--- config.mk ---
export PLATFORM = sky130hd
export DESIGN_NAME = mc_control_unit
export DESIGN_NICKNAME = d
export VERILOG_FILES = /design/src/rtl/mc_control_unit_pkg.sv /design/src/rtl/mc_control_unit_instr_class_decoder.sv /design/src/rtl/mc_control_unit.sv
export SDC_FILE = /design/constraint.sdc
export NUM_CORES = 1
export LEC_CHECK = 0
export ABC_AREA = 0
export CORE_ASPECT_RATIO = 0.6
export CORE_UTILIZATION = 42
export CTS_CLUSTER_SIZE = 30
export DETAILED_ROUTE_END_ITERATION = 16
export DONT_BUFFER_PORTS = 1
export PLACE_DENSITY = 0.53
export SLEW_MARGIN = 0
export SYNTH_ARGS = -nofsm -noshare
export SYNTH_HDL_FRONTEND = slang
export SYNTH_SLANG_ARGS = --single-unit
export TNS_END_PERCENT = 1
--- constraint.sdc ---
create_clock -name clk -period 5.3 [get_ports clk]
set_input_delay 0.265 -clock clk [delete_from_list [all_inputs] [get_ports clk]]
set_output_delay 0.265 -clock clk [all_outputs]
set_load 0.03 [all_outputs]
--- src/rtl/mc_control_unit_pkg.sv ---
// Shared definitions for the multi-cycle control unit: opcodes, function codes,
// FSM state encoding, mux-select values and the class/control payload structs.
package mc_control_unit_pkg;

    localparam int unsigned OPCODE_W    = 4;
    localparam int unsigned FUNC_CODE_W = 6;
    localparam int unsigned ALU_SEL_BIT = 3;

    localparam logic [OPCODE_W-1:0] OP_BNE = 4'd0;
    localparam logic [OPCODE_W-1:0] OP_BEQ = 4'd1;
    localparam logic [OPCODE_W-1:0] OP_BGZ = 4'd2;
    localparam logic [OPCODE_W-1:0] OP_BLZ = 4'd3;
    localparam logic [OPCODE_W-1:0] OP_ADI = 4'd4;
    localparam logic [OPCODE_W-1:0] OP_ORI = 4'd5;
    localparam logic [OPCODE_W-1:0] OP_LHI = 4'd6;
    localparam logic [OPCODE_W-1:0] OP_LWD = 4'd7;
    localparam logic [OPCODE_W-1:0] OP_SWD = 4'd8;
    localparam logic [OPCODE_W-1:0] OP_JMP = 4'd9;
    localparam logic [OPCODE_W-1:0] OP_JAL = 4'd10;
    localparam logic [OPCODE_W-1:0] OP_ALU = 4'd15;

    // Special R-type function codes; plain ALU ops are any func with bit 3 clear.
    localparam logic [FUNC_CODE_W-1:0] FN_JPR = 6'd25;
    localparam logic [FUNC_CODE_W-1:0] FN_JRL = 6'd26;
    localparam logic [FUNC_CODE_W-1:0] FN_WWD = 6'd28;
    localparam logic [FUNC_CODE_W-1:0] FN_HLT = 6'd29;

    localparam logic [1:0] PCSRC_INC    = 2'd0;
    localparam logic [1:0] PCSRC_BRANCH = 2'd1;
    localparam logic [1:0] PCSRC_TARGET = 2'd2;
    localparam logic [1:0] PCSRC_REG    = 2'd3;

    localparam logic [1:0] WREG_RT   = 2'd0;
    localparam logic [1:0] WREG_RD   = 2'd1;
    localparam logic [1:0] WREG_LINK = 2'd2;

    localparam logic [1:0] ALUB_REG = 2'd0;
    localparam logic [1:0] ALUB_IMM = 2'd1;

    typedef enum logic [2:0] {
        S_IF   = 3'd0,
        S_ID   = 3'd1,
        S_EX   = 3'd2,
        S_MEM  = 3'd3,
        S_WB   = 3'd4,
        S_HALT = 3'd5
    } state_t;

    // Exactly one flag is set for any instruction word.
    typedef struct packed {
        logic is_alu;
        logic is_imm;
        logic is_lwd;
        logic is_swd;
        logic is_branch;
        logic is_jmp;
        logic is_jal;
        logic is_jpr;
        logic is_jrl;
        logic is_wwd;
        logic is_hlt;
        logic is_undef;
    } instr_class_t;

    typedef struct packed {
        logic       pc_write;
        logic       pc_write_cond;
        logic       i_or_d;
        logic       mem_read;
        logic       mem_write;
        logic       ir_write;
        logic       mem_to_reg;
        logic       reg_write;
        logic       alu_src_a;
        logic       pc_to_reg;
        logic [1:0] alu_src_b;
        logic [1:0] pc_source;
        logic [1:0] write_reg;
        logic       wwd_en;
        logic       inst_done;
        logic       is_halted;
    } ctl_t;

endpackage

--- src/rtl/mc_control_unit_instr_class_decoder.sv ---
// Combinational opcode/func classifier producing one-hot instruction class flags.
module instr_class_decoder
    import mc_control_unit_pkg::*;
#(
    parameter int unsigned INSTR_W = 16,
    parameter int unsigned FUNC_W  = 6
) (
    input  logic [INSTR_W-1:0] instr,
    output instr_class_t       cls_c
);

    logic [OPCODE_W-1:0] opcode;
    logic [FUNC_W-1:0]   func;
    logic                unused_instr_bits;

    assign opcode            = instr[INSTR_W-1 -: OPCODE_W];
    assign func              = instr[FUNC_W-1:0];
    assign unused_instr_bits = ^instr;

    always_comb begin
        cls_c = '0;
        case (opcode)
            OP_BNE, OP_BEQ, OP_BGZ, OP_BLZ: cls_c.is_branch = 1'b1;
            OP_ADI, OP_ORI, OP_LHI:         cls_c.is_imm    = 1'b1;
            OP_LWD:                         cls_c.is_lwd    = 1'b1;
            OP_SWD:                         cls_c.is_swd    = 1'b1;
            OP_JMP:                         cls_c.is_jmp    = 1'b1;
            OP_JAL:                         cls_c.is_jal    = 1'b1;
            OP_ALU: begin
                if (!func[ALU_SEL_BIT])               cls_c.is_alu   = 1'b1;
                else if (func == FUNC_W'(FN_JPR))     cls_c.is_jpr   = 1'b1;
                else if (func == FUNC_W'(FN_JRL))     cls_c.is_jrl   = 1'b1;
                else if (func == FUNC_W'(FN_WWD))     cls_c.is_wwd   = 1'b1;
                else if (func == FUNC_W'(FN_HLT))     cls_c.is_hlt   = 1'b1;
                else                                  cls_c.is_undef = 1'b1;
            end
            default:                        cls_c.is_undef  = 1'b1;
        endcase
    end

endmodule

--- src/rtl/mc_control_unit.sv ---
// Multi-cycle CPU control FSM (IF/ID/EX/MEM/WB/HALT) with retired-instruction counter.
module mc_control_unit
    import mc_control_unit_pkg::*;
#(
    parameter int unsigned INSTR_W = 16,
    parameter int unsigned FUNC_W  = 6,
    parameter int unsigned CNT_W   = 16
) (
    input  logic               clk,
    input  logic               reset_n,
    input  logic [INSTR_W-1:0] instr,
    input  logic               mem_ready,
    output logic               pc_write,
    output logic               pc_write_cond,
    output logic               i_or_d,
    output logic               mem_read,
    output logic               mem_write,
    output logic               ir_write,
    output logic               mem_to_reg,
    output logic               reg_write,
    output logic               alu_src_a,
    output logic               pc_to_reg,
    output logic [1:0]         alu_src_b,
    output logic [1:0]         pc_source,
    output logic [1:0]         write_reg,
    output logic               wwd_en,
    output logic               inst_done,
    output logic               is_halted,
    output logic [CNT_W-1:0]   num_inst
);

    state_t       state;
    state_t       state_next;
    instr_class_t cls_c;
    ctl_t         ctl_c;
    ctl_t         ctl;

    instr_class_decoder #(
        .INSTR_W (INSTR_W),
        .FUNC_W  (FUNC_W)
    ) u_instr_class_decoder (
        .instr (instr),
        .cls_c (cls_c)
    );

    always_ff @(posedge clk or negedge reset_n) begin
        if (!reset_n) state <= S_IF;
        else          state <= state_next;
    end

    // Next state and per-state controls; anything not driven below stays 0.
    always_comb begin
        state_next = state;
        ctl_c      = '0;
        case (state)
            S_IF: begin
                ctl_c.mem_read = 1'b1;
                if (mem_ready) begin
                    ctl_c.ir_write  = 1'b1;
                    ctl_c.pc_write  = 1'b1;
                    ctl_c.pc_source = PCSRC_INC;
                    state_next      = S_ID;
                end
            end
            S_ID: begin
                if (cls_c.is_jmp || cls_c.is_jal) begin
                    ctl_c.pc_write  = 1'b1;
                    ctl_c.pc_source = PCSRC_TARGET;
                    ctl_c.inst_done = 1'b1;
                    if (cls_c.is_jal) begin
                        ctl_c.reg_write = 1'b1;
                        ctl_c.pc_to_reg = 1'b1;
                        ctl_c.write_reg = WREG_LINK;
                    end
                    state_next = S_IF;
                end else if (cls_c.is_hlt) begin
                    ctl_c.inst_done = 1'b1;
                    state_next      = S_HALT;
                end else if (cls_c.is_undef) begin
                    ctl_c.inst_done = 1'b1;
                    state_next      = S_IF;
                end else begin
                    state_next = S_EX;
                end
            end
            S_EX: begin
                state_next = S_IF;
                if (cls_c.is_branch) begin
                    ctl_c.pc_write_cond = 1'b1;
                    ctl_c.pc_source     = PCSRC_BRANCH;
                    ctl_c.alu_src_b     = ALUB_REG;
                    ctl_c.inst_done     = 1'b1;
                end else if (cls_c.is_jpr || cls_c.is_jrl) begin
                    ctl_c.pc_write  = 1'b1;
                    ctl_c.pc_source = PCSRC_REG;
                    ctl_c.inst_done = 1'b1;
                    if (cls_c.is_jrl) begin
                        ctl_c.reg_write = 1'b1;
                        ctl_c.pc_to_reg = 1'b1;
                        ctl_c.write_reg = WREG_LINK;
                    end
                end else if (cls_c.is_wwd) begin
                    ctl_c.wwd_en    = 1'b1;
                    ctl_c.inst_done = 1'b1;
                end else if (cls_c.is_lwd || cls_c.is_swd) begin
                    ctl_c.alu_src_b = ALUB_IMM;
                    state_next      = S_MEM;
                end else if (cls_c.is_imm) begin
                    ctl_c.alu_src_b = ALUB_IMM;
                    state_next      = S_WB;
                end else if (cls_c.is_alu) begin
                    ctl_c.alu_src_b = ALUB_REG;
                    state_next      = S_WB;
                end
            end
            S_MEM: begin
                ctl_c.i_or_d    = 1'b1;
                ctl_c.mem_read  = cls_c.is_lwd;
                ctl_c.mem_write = cls_c.is_swd;
                if (mem_ready) begin
                    if (cls_c.is_lwd) begin
                        state_next = S_WB;
                    end else begin
                        ctl_c.inst_done = cls_c.is_swd;
                        state_next      = S_IF;
                    end
                end
            end
            S_WB: begin
                ctl_c.reg_write  = 1'b1;
                ctl_c.inst_done  = 1'b1;
                ctl_c.mem_to_reg = cls_c.is_lwd;
                ctl_c.write_reg  = cls_c.is_alu ? WREG_RD : WREG_RT;
                state_next       = S_IF;
            end
            S_HALT: begin
                ctl_c.is_halted = 1'b1;
            end
            default: begin
                state_next = S_IF;
            end
        endcase
    end

    // Reset must silence every control immediately, not just at the next edge.
    assign ctl = reset_n ? ctl_c : '0;

    assign pc_write      = ctl.pc_write;
    assign pc_write_cond = ctl.pc_write_cond;
    assign i_or_d        = ctl.i_or_d;
    assign mem_read      = ctl.mem_read;
    assign mem_write     = ctl.mem_write;
    assign ir_write      = ctl.ir_write;
    assign mem_to_reg    = ctl.mem_to_reg;
    assign reg_write     = ctl.reg_write;
    assign alu_src_a     = ctl.alu_src_a;
    assign pc_to_reg     = ctl.pc_to_reg;
    assign alu_src_b     = ctl.alu_src_b;
    assign pc_source     = ctl.pc_source;
    assign write_reg     = ctl.write_reg;
    assign wwd_en        = ctl.wwd_en;
    assign inst_done     = ctl.inst_done;
    assign is_halted     = ctl.is_halted;

    always_ff @(posedge clk or negedge reset_n) begin
        if (!reset_n)       num_inst <= '0;
        else if (inst_done) num_inst <= num_inst + CNT_W'(1);
    end

endmodule
==> flow_metrics.tcl, run 1 <==
set metrics [dict create \
    rr_worst_depth 5 \
    grt_max_degree 20 \
    core-area_mm2 0.00340 \
    diodes 0 \
    cp_num_cells 5 \
    fillers 356 \
    grt_pass1_vias 1334 \
    synthDistinctLibCells 46 \
    synth_enable_flop_cells 0 \
    worstPathCellList "nand2b_1, or2_1, or3_1, o31ai_2, nand2b_1" \
    fp-row-count 16 \
    die_h_um 49.3 \
    place.gp.congestion 0.897 \
    drive_above_1_share_pct 14.4 \
    ant_nets 0 \
    finalSetupTns_ns 0 \
    routedWlPerCell_um 17.7 \
    yosys.area_share.simple_pct 28.8 \
    startpoint "state[0]" \
    synth_seq_cells 19 \
    clk-insertion-delay-late_ns 0.26 \
    drt_iter0_drc 99 \
    p_leak_nw 0.572 \
    worstSetupPathType "reg -> out" \
    synth_flop_cell "dfrtp_1" \
    cellPowerDensity_mw_per_mm2 167 \
    critPathTopFamily "simple AND/OR/NAND/NOR gates" \
    synth_top_area_cell "dfrtp_1" \
    peakVddDrop_mv 0.0782 \
    crit_fanout 16 \
    htreeDepth 1 \
    rrSetupSlack_ns 2.79 \
    ff_latch_area_um2 475 \
    crit_end "reg_write" \
    cp.required_ns 5.04 \
    synth.yosys.seq_area_share_pct 30.4 \
    initial_utilization_pct 46.0 \
    netlist.area_leader.share_pct 30.4 \
    synth-compound-area-share_pct 19.3 \
    multi_input_area_um2 967 \
    cp-end-kind "primary output" \
    path_buf_inv 0 \
    vias 1359 \
    cp-start-kind "flop" \
    outcome "finished, final reports clean" \
    hpwl_um 2960 \
    fin_crit_ns 3.01 \
    synth_area_leaders "dfrtp_1, xnor2_1, o21ai_2" \
    relSlewSlack_pct 33.9 \
    synth_warnings 0 \
    cts_buffers 3 \
    antenna_found_initial 0 \
    reg2reg_from "state[1]" \
    muxShareOfSynthArea_pct 2.40 \
    worst_hold_slack_ns 0.195 \
    drv_slew 0 \
    wirelength_um 3990 \
    period_share_pct 56.8 \
    drv_cap 0 \
    cts_tree "done" \
    vias_per_cell 6.04 \
    drt_pass1_iterations 4 \
    drc_errors 0 \
    syn_area_mm2 0.00156 \
    cts_max_path_buffers 2 \
    crit_path_max_incr_delay_ns 0.56 \
    fmax_mhz 332 \
    cts_sinks 19 \
    setup_viol 0 \
    grt_first_pass_wirelength_um 6450 \
    place.port_buffers 0 \
    crit_path_frequent_cell "nand2b_1" \
    tightest_slew_ns 0.984 \
    die_w_um 80.8 \
    slowest_stage "o31ai_2" \
    reg2reg_to "num_inst[1]" \
    dp_cells 220 \
    pin_count 54 \
    syn_to_final_growth_pct 1.76 \
    grt_overflow 0 \
    clockRootBuffer "clkbuf_8" \
    synthXorXnorAreaFrac_pct 10.1 \
    final_hold_viol_count 0 \
    num-nets-final 201 \
    die_area_mm2 0.00398 \
    hold_path_class "in -> reg" \
    cp.arrival_ns 2.75 \
    path_clk_slew_ns 0.07 \
    grt.total_usage_pct 21.2 \
    fin_cells 225 \
    synth_top_family_by_area "simple AND/OR/NAND/NOR gates" \
    finClkSkew_ns 0.00210 \
    synth_async_sr_flop_share_pct 100 \
    ctsResizeCount 0 \
    p_total_w 0.000267 \
    rsz0062_at_grt "false" \
    postSynthAreaPerCell_um2 8.41 \
    synth-adder-area-share_pct 0.800 \
    syn-instance-count 186 \
]
## worst reg2reg max path: stages (launching register included)
cell,delay [ns]
dfrtp_1,0.63
nor4b_2,0.34
a311oi_1,0.10
a21oi_2,0.76
o21ai_2,0.22
mux2_4,0.34
## registers in the layout, summed over array words and instances (netlist names)
signal and flops:
num_inst 16, state 3
## cells in the mapped netlist (2+ instances only)
library cell	n
a21o_1	2
a21oi_1	7
and2_1	2
and3_1	3
buf_4	4
buf_6	4
clkbuf_1	4
dfrtp_1	19
inv_1	8
nand2_1	16
nand2b_1	5
nand3_1	5
nand4_1	7
nor2_1	17
nor3_1	9
nor4_1	4
o211ai_1	3
o21ai_0	5
o21ai_2	11
o31ai_1	3
or2_2	2
or3_1	5
xnor2_1	18
## where the power goes
part           internal (W)  switching [W]  total (W)
logic            0.00000700      0.0000117  0.0000187
clock network     0.0000535      0.0000494   0.000103
registers          0.000145   0.0000000516   0.000145
total              0.000205      0.0000612   0.000267
## area by class of cell
cell class                 count  share of cell area [%]
sequential                    19                    29.9
timing repair buffer           2                    1.10
tap                           45                    3.54
clock buffer                   4                    2.83
inverter                       8                    1.89
multi-input combinational    147                    60.8
## how the worst min path moves through the flow
stage,start,to,slack (ns),depth (start not counted)
2_1_floorplan,reset_n,num_inst[0],-0.03,0
3_3_place_gp,reset_n,num_inst[5],-0.03,0
3_5_place_dp,reset_n,num_inst[6],-0.03,0
4_1_cts,reset_n,num_inst[2],0.19,2
5_1_grt,reset_n,num_inst[2],0.21,2
6_report,reset_n,num_inst[2],0.19,2
## cell usage in the layout, fill, tap and decap left out, types with 3 or more instances in the layout
cell      instances
dfrtp_1          19
or3_1             5
nor2_1           17
o31ai_1           3
nand2b_1          5
o211ai_1          3
nand3_1           5
nand4_1           7
a21oi_1           7
nand2_1          16
o21ai_0           5
clkbuf_8          3
o21ai_2          11
xnor2_1          18
nor4_1            4
nor3_1            9
inv_1             8
and3_1            3
## metal layers
| metal | part of all wire, % | GRT usage, % | up-vias |
|---|---|---|---|
| met1 | 51 | 31.5 | 652 |
| met4 | 0.10 | 2.08 | 0 |
| met2 | 37 | 29.7 | 59 |
| met3 | 11 | 7.85 | 2 |
| met5 | 0 | 0 | - |
| li1 | - | - | 646 |
## metrics by stage
step                      utilization (%)  instance area, um^2  setup slack (ns)
final                                46.8                 1590              2.29
after detailed placement             45.1                 1540              2.55
after floorplan                         -                 1570              2.88
after global placement               45.1                 1540              2.58
after global routing                 46.8                 1590              2.15
after CTS                            46.8                 1590              2.26
## kinds of logic (layout without fill, tap and decap cells)
kind of cell / Yosys count / after routing
flip-flops: 19 / 19
multiplexers: 2 / 2
AO/OA/AOI/OAI: 41 / 41
other: 1 / 2
XOR/XNOR: 18 / 18
AND/OR/NAND/NOR: 83 / 83
buffers and inverters: 21 / 14
adder cells (fa/ha/maj): 1 / 1
## what timing repair did
item                                   CTS  global route
endpoints found under the hold margin   19             0
buffers inserted                         0             0
hold buffers                             1             0
Power figures use the tool's default switching activity.
==> run 2, diff against run 1 <==
ABC_AREA = 1   (was 0)
PLACE_DENSITY = 0.56   (was 0.53)
clock period = 2.6 ns   (was 5.3 ns; I/O delays follow)
==> run 2 against run 1 <==
Global-route usage increased by 1.3 points. Sequential share of layout area shrank 1.1 points. Non-clock buffer count increased by 4. Via count rose by 14%. Wire length rose by 2.3%. Combinational power grew to 21 times the previous value. Cell area increased by 3.8%. Utilization rose by 2.1 points. Critical endpoint is now inst_done. Largest cell class unchanged. Highest routed layer unchanged.
==> flow_metrics.tcl, run 2 <==
set metrics [dict create \
    worstSetupPathType "reg -> out" \
    preCtsSetupSlack_ns 0.648 \
    drv_slew 0 \
    cp.arrival_ns 2.01 \
    cts_sinks 19 \
    drive_above_1_share_pct 9.96 \
    cts_buffers 3 \
    cellPowerDensity_mw_per_mm2 644 \
    multi_input_area_um2 887 \
    cts_tree "done" \
    worstPathCellList "inv_2, nor3_2, a31oi_1, nand3_4, nand2_2, inv_1" \
    mostFrequentLayoutCell "nand2_1" \
    power_switching_w 0.000513 \
    syn_to_final_growth_pct 6.97 \
    clk-insertion-delay-late_ns 0.26 \
    place.gp.congestion 0.919 \
    comb_power_share_pct 37.8 \
    crit_fanout 27 \
    ant_nets 0 \
    fin_crit_ns 2.14 \
    cts_max_path_buffers 2 \
    reg2reg_from "num_inst[0]" \
    postSynthAreaPerCell_um2 6.28 \
    synth_flop_cell "dfrtp_1" \
    synth_seq_cells 19 \
    place.port_buffers 0 \
    fmax_mhz 466 \
    vias 1548 \
    synth_top_area_cell "dfrtp_1" \
    syn-instance-count 246 \
    reg2reg_to "num_inst[12]" \
    antenna_found_initial 0 \
    synth_common_cells "nand2_1, inv_1, nand3_1" \
    fillers 353 \
    finClkSkew_ns 0.00980 \
    largest_reg_flops 16 \
    fp-row-count 16 \
    seq_power_share_pct 42.4 \
    regMostFlops "num_inst" \
    die_area_mm2 0.00393 \
    cp-end-kind "primary output" \
    grt_max_degree 28 \
    tightest_slew_ns 0.885 \
    p_leak_nw 0.810 \
    die_h_um 49.0 \
    period_share_pct 82.5 \
    drt_iter0_drc 178 \
    p_clk_share_pct 19.8 \
    swShare_pct 48.3 \
    hold_path_class "in -> reg" \
    wirelength_um 4080 \
    synth_warnings 0 \
    synthDistinctLibCells 32 \
    hpwl_um 3130 \
    rrSetupSlack_ns 0.62 \
    mostFrequentLayoutCells "nand2_1, inv_1, nand3_1" \
    crit_path_max_incr_delay_ns 0.44 \
    grt.total_usage_pct 22.5 \
    final_hold_viol_count 0 \
    rsz0062_at_grt "false" \
    reg_top3 "num_inst x16, state x3" \
    syn_area_mm2 0.00154 \
    core-area_mm2 0.00338 \
    htreeDepth 1 \
    min_to "num_inst[4]" \
    setup_viol 0 \
    cp.required_ns 2.47 \
    pin_count 54 \
    slowest_stage "dfrtp_1" \
    synth.yosys.seq_area_share_pct 30.8 \
    grt_overflow 0 \
    drc_errors 0 \
    drt_pass1_iterations 5 \
    fin_ws_ns 0.456 \
    initial_utilization_pct 45.6 \
    relSlewSlack_pct 40.8 \
    routedWlPerCell_um 13.8 \
    cp-start-kind "flop" \
    grt_pass1_vias 1317 \
    min_from "reset_n" \
    clockRootBuffer "clkbuf_8" \
    peakVddDrop_mv 0.394 \
    synth_most_common_cell "nand2_1" \
    ff_latch_area_um2 475 \
    die_w_um 80.3 \
    intPower_w 0.000549 \
    vias_per_cell 5.23 \
    synth_enable_flop_cells 0 \
    path_clk_slew_ns 0.08 \
    rr_worst_depth 7 \
    finalSetupTns_ns 0 \
    drv_cap 0 \
    synth_area_leaders "dfrtp_1, nand2_1, nand3_1" \
    grt_first_pass_wirelength_um 6620 \
    num-nets-final 272 \
    diodes 0 \
    holdPathStages 2 \
    synth_async_sr_flop_share_pct 100 \
    netlist.area_leader.share_pct 30.8 \
    outcome "finished, final reports clean" \
]
-- run 2: cell count changes in the layout (fill, tap and decap cells not counted), sizes merged, moves of 4 or more --
cell / change
a21oi: -5
buf: +4
inv: +29
nand2: +70
nand2b: -6
nand3: +28
nand4: -5
nor2: +10
nor3: +5
o21ai: -12
o31ai: -4
or3: -5
xnor2: -17
-- run 2: cell families after synthesis --
logic type | Yosys count | synth area share [%]
adder cells (fa/ha/maj) | 1 | 0.810
AO/OA/AOI/OAI | 12 | 4.54
buffers and inverters | 43 | 12.0
XOR/XNOR | 3 | 1.70
AND/OR/NAND/NOR | 167 | 49.9
other | 1 | 0.243
flip-flops | 19 | 30.8
-- run 2: timing repair --
item | CTS | global route
gates resized for setup | 0 | 0
hold buffers | 1 | 0
hold endpoints to repair | 19 | 0
setup buffers | 0 | 0
-- run 2: layout make-up --
type	count	share of cell area (%)
clock buffers	3	2.50
clock inverters	1	0.303
inverters	37	8.41
multi-input cells	185	53.7
flip-flops and latches	19	28.8
well taps	45	3.41
repair buffers	6	2.88
-- run 2: how the worst max path moves through the flow --
stage,from,to,slack (ns),cells after the start
finish,state[0],inst_done,0.46,6
global route,state[2],inst_done,0.30,6
CTS,state[0],inst_done,0.46,6
detailed placement,num_inst[0],num_inst[12],0.65,7
global placement,num_inst[0],num_inst[12],0.68,7
floorplan,state[2],wwd_en,0.90,3
-- run 2: routing by layer --
metal  global-route usage, %  vias up  wire length (um)
met4                    1.79        0                 7
met3                    10.5        2               461
li1                        -      791                 -
met5                       0        -                 0
met2                    25.6       69              1360
met1                    37.2      686              2250
-- run 2: per-stage QoR --
step / util [%] / cell area [um^2] / cells / hold slack [ns] / power, W
2_1_floorplan: - / 1550 / 247 / -0.166 / 0.000796
3_3_place_gp: 47.2 / 1600 / 291 / -0.165 / 0.000852
3_5_place_dp: 47.2 / 1600 / 291 / -0.165 / 0.000847
4_1_cts: 48.8 / 1650 / 296 / 0.00408 / 0.00107
5_1_grt: 48.8 / 1650 / 296 / 0.0120 / 0.00115
6_report: 48.8 / 1650 / 296 / 0.00747 / 0.00106
-- run 2: worst max-delay path, delay by kind of cell (launching register included) --
family | cells | cell delay, ns
compound gates | 1 | 0.18
simple gates | 3 | 0.78
flops | 1 | 0.44
buf+inv | 2 | 0.35
-- run 2: power by group through the flow --
stage	clock, W	sequential, W	combinational [W]
after global placement	0	0.000457	0.000394
after floorplan	0	0.000440	0.000355
after CTS	0.000217	0.000450	0.000398
final	0.000211	0.000451	0.000401
after detailed placement	0	0.000454	0.000393
after global routing	0.000233	0.000460	0.000456
==> run 3, diff against run 2 <==
ABC_AREA = 0   (was 1)
PLACE_DENSITY = 0.53   (was 0.56)
clock period = 2.2 ns   (was 2.6 ns; I/O delays follow)
==> run 3 against run 2 <==
Cell count shrank 16%. Non-clock buffer count rose by 21. Register-to-register slack lost 0.34 ns. Clock power rose by 18%. Power down 39%.
==> flow_metrics.tcl, run 3 (synthesis results as in run 1) <==
set metrics [dict create \
    outcome "finished, final reports clean" \
    initial_utilization_pct 46.0 \
    place.gp.congestion 0.935 \
    drt_iter0_drc 144 \
    crit_fanout 5 \
    peakVddDrop_mv 0.185 \
    cts_max_path_buffers 2 \
    cellPowerDensity_mw_per_mm2 358 \
    min_from "reset_n" \
    startpoint "state[0]" \
    num-nets-final 226 \
    tightest_slew_ns 0.904 \
    regMostFlops "num_inst" \
    wirelength_um 4230 \
    cp.arrival_ns 2.03 \
    reg_top3 "num_inst x16, state x3" \
    ant_nets 0 \
    drive_above_1_share_pct 26.3 \
    cts_tree "done" \
    cts_sinks 19 \
    grt_pass1_vias 1403 \
    preCtsSetupSlack_ns 0.283 \
    clockRootBuffer "clkbuf_8" \
    hpwl_um 3240 \
    drv_cap 0 \
    grt_first_pass_wirelength_um 6890 \
    hold_path_class "in -> reg" \
    core-area_mm2 0.00340 \
    fmax_mhz 468 \
    drc_errors 0 \
    place_area_mm2 0.00173 \
    reg2reg_from "state[1]" \
    routedWlPerCell_um 16.9 \
    cp-end-kind "primary output" \
    antenna_found_initial 0 \
    fin_crit_ns 2.14 \
    largest_reg_flops 16 \
    die_h_um 49.3 \
    drv_slew 0 \
    cts_buffers 3 \
    path_clk_slew_ns 0.07 \
    final_hold_viol_count 0 \
    die_area_mm2 0.00398 \
    cp.required_ns 2.09 \
    period_share_pct 97.1 \
    fp-row-count 16 \
    fin_ws_ns 0.0637 \
    grt.total_usage_pct 22.9 \
    worstSetupPathType "reg -> out" \
    setup_viol 0 \
    cp-start-kind "flop" \
    syn_to_final_growth_pct 15.0 \
    diodes 0 \
    mostFrequentLayoutCells "buf_4, dfrtp_1, xnor2_1" \
    die_w_um 80.8 \
    clk-insertion-delay-late_ns 0.26 \
    place.port_buffers 0 \
    mostFrequentLayoutCell "buf_4" \
    drt_pass1_iterations 4 \
    grt_max_degree 20 \
    vias_per_cell 5.83 \
    pin_count 54 \
    grt_overflow 0 \
    final_area_mm2 0.00180 \
    vias 1457 \
    relSlewSlack_pct 39.5 \
    htreeDepth 1 \
    fillers 325 \
    p_leak_nw 0.711 \
    finClkSkew_ns 0.00216 \
]
## run 3: cell type report
type | count | area [um^2] | share of cell area, %
clock buffers | 4 | 45.0 | 2.51
multi-input cells | 147 | 986 | 54.8
well taps | 45 | 56.3 | 3.13
repair buffers | 27 | 205 | 11.4
flip-flops and latches | 19 | 475 | 26.4
inverters | 8 | 30.0 | 1.67
## run 3: path summary, 6_finish.rpt
| check | end | slack [ns] | cells after the start |
|---|---|---|---|
| worst max-delay path | reg_write | 0.06 | 6 |
| worst min-delay path | num_inst[2] | 0.04 | 2 |
| worst max register to register | num_inst[1] | 0.28 | 6 |
| worst min register to register | num_inst[6] | 0.63 | 2 |
| max in group asynchronous | state[0] | 1.22 | 1 |
| min in group asynchronous | num_inst[5] | 0.43 | 1 |
## run 3: where the power goes
part / switching, W / total [W] / internal (W)
sequential: 0.000000123 / 0.000349 / 0.000349
clock: 0.000119 / 0.000248 / 0.000129
combinational: 0.0000291 / 0.0000469 / 0.0000178
total: 0.000148 / 0.000644 / 0.000496
## run 3: metrics by stage
stage	hold WS (ns)	setup TNS [ns]	instances	total power (W)	util [%]
CTS	0.0353	0	250	0.000647	52.6
global placement	-0.185	0	245	0.000393	50.9
detailed placement	-0.185	0	245	0.000394	50.9
global route	0.0391	-0.00114	250	0.000673	52.8
finish	0.0447	0	250	0.000644	52.8
floorplan	-0.186	0	187	0.000407	-
## run 3: critical path, stage by stage, from the launching register on
cell and delay, ns:
dfrtp_1 0.41, nand2b_2 0.23, or2_4 0.29, or3_4 0.35, o31ai_4 0.20, nand2b_1 0.13, buf_4 0.16
## run 3: what timing repair did
action / 4_1_cts / 5_1_grt
gates cloned: 0 / 0
gates resized for setup: 1 / 2
setup buffers: 0 / 0
hold buffers: 1 / 0
hold endpoints to repair: 19 / 0
setup endpoints to repair: 1 / 2
## run 3: layer usage
| layer | GRT usage, % | up-vias | part of all wire, % |
|---|---|---|---|
| li1 | - | 697 | - |
| met1 | 34.6 | 691 | 48 |
| met2 | 30.8 | 65 | 40 |
| met3 | 7.48 | 4 | 12 |
| met4 | 5.06 | 0 | 0.50 |
| met5 | 0 | - | 0 |
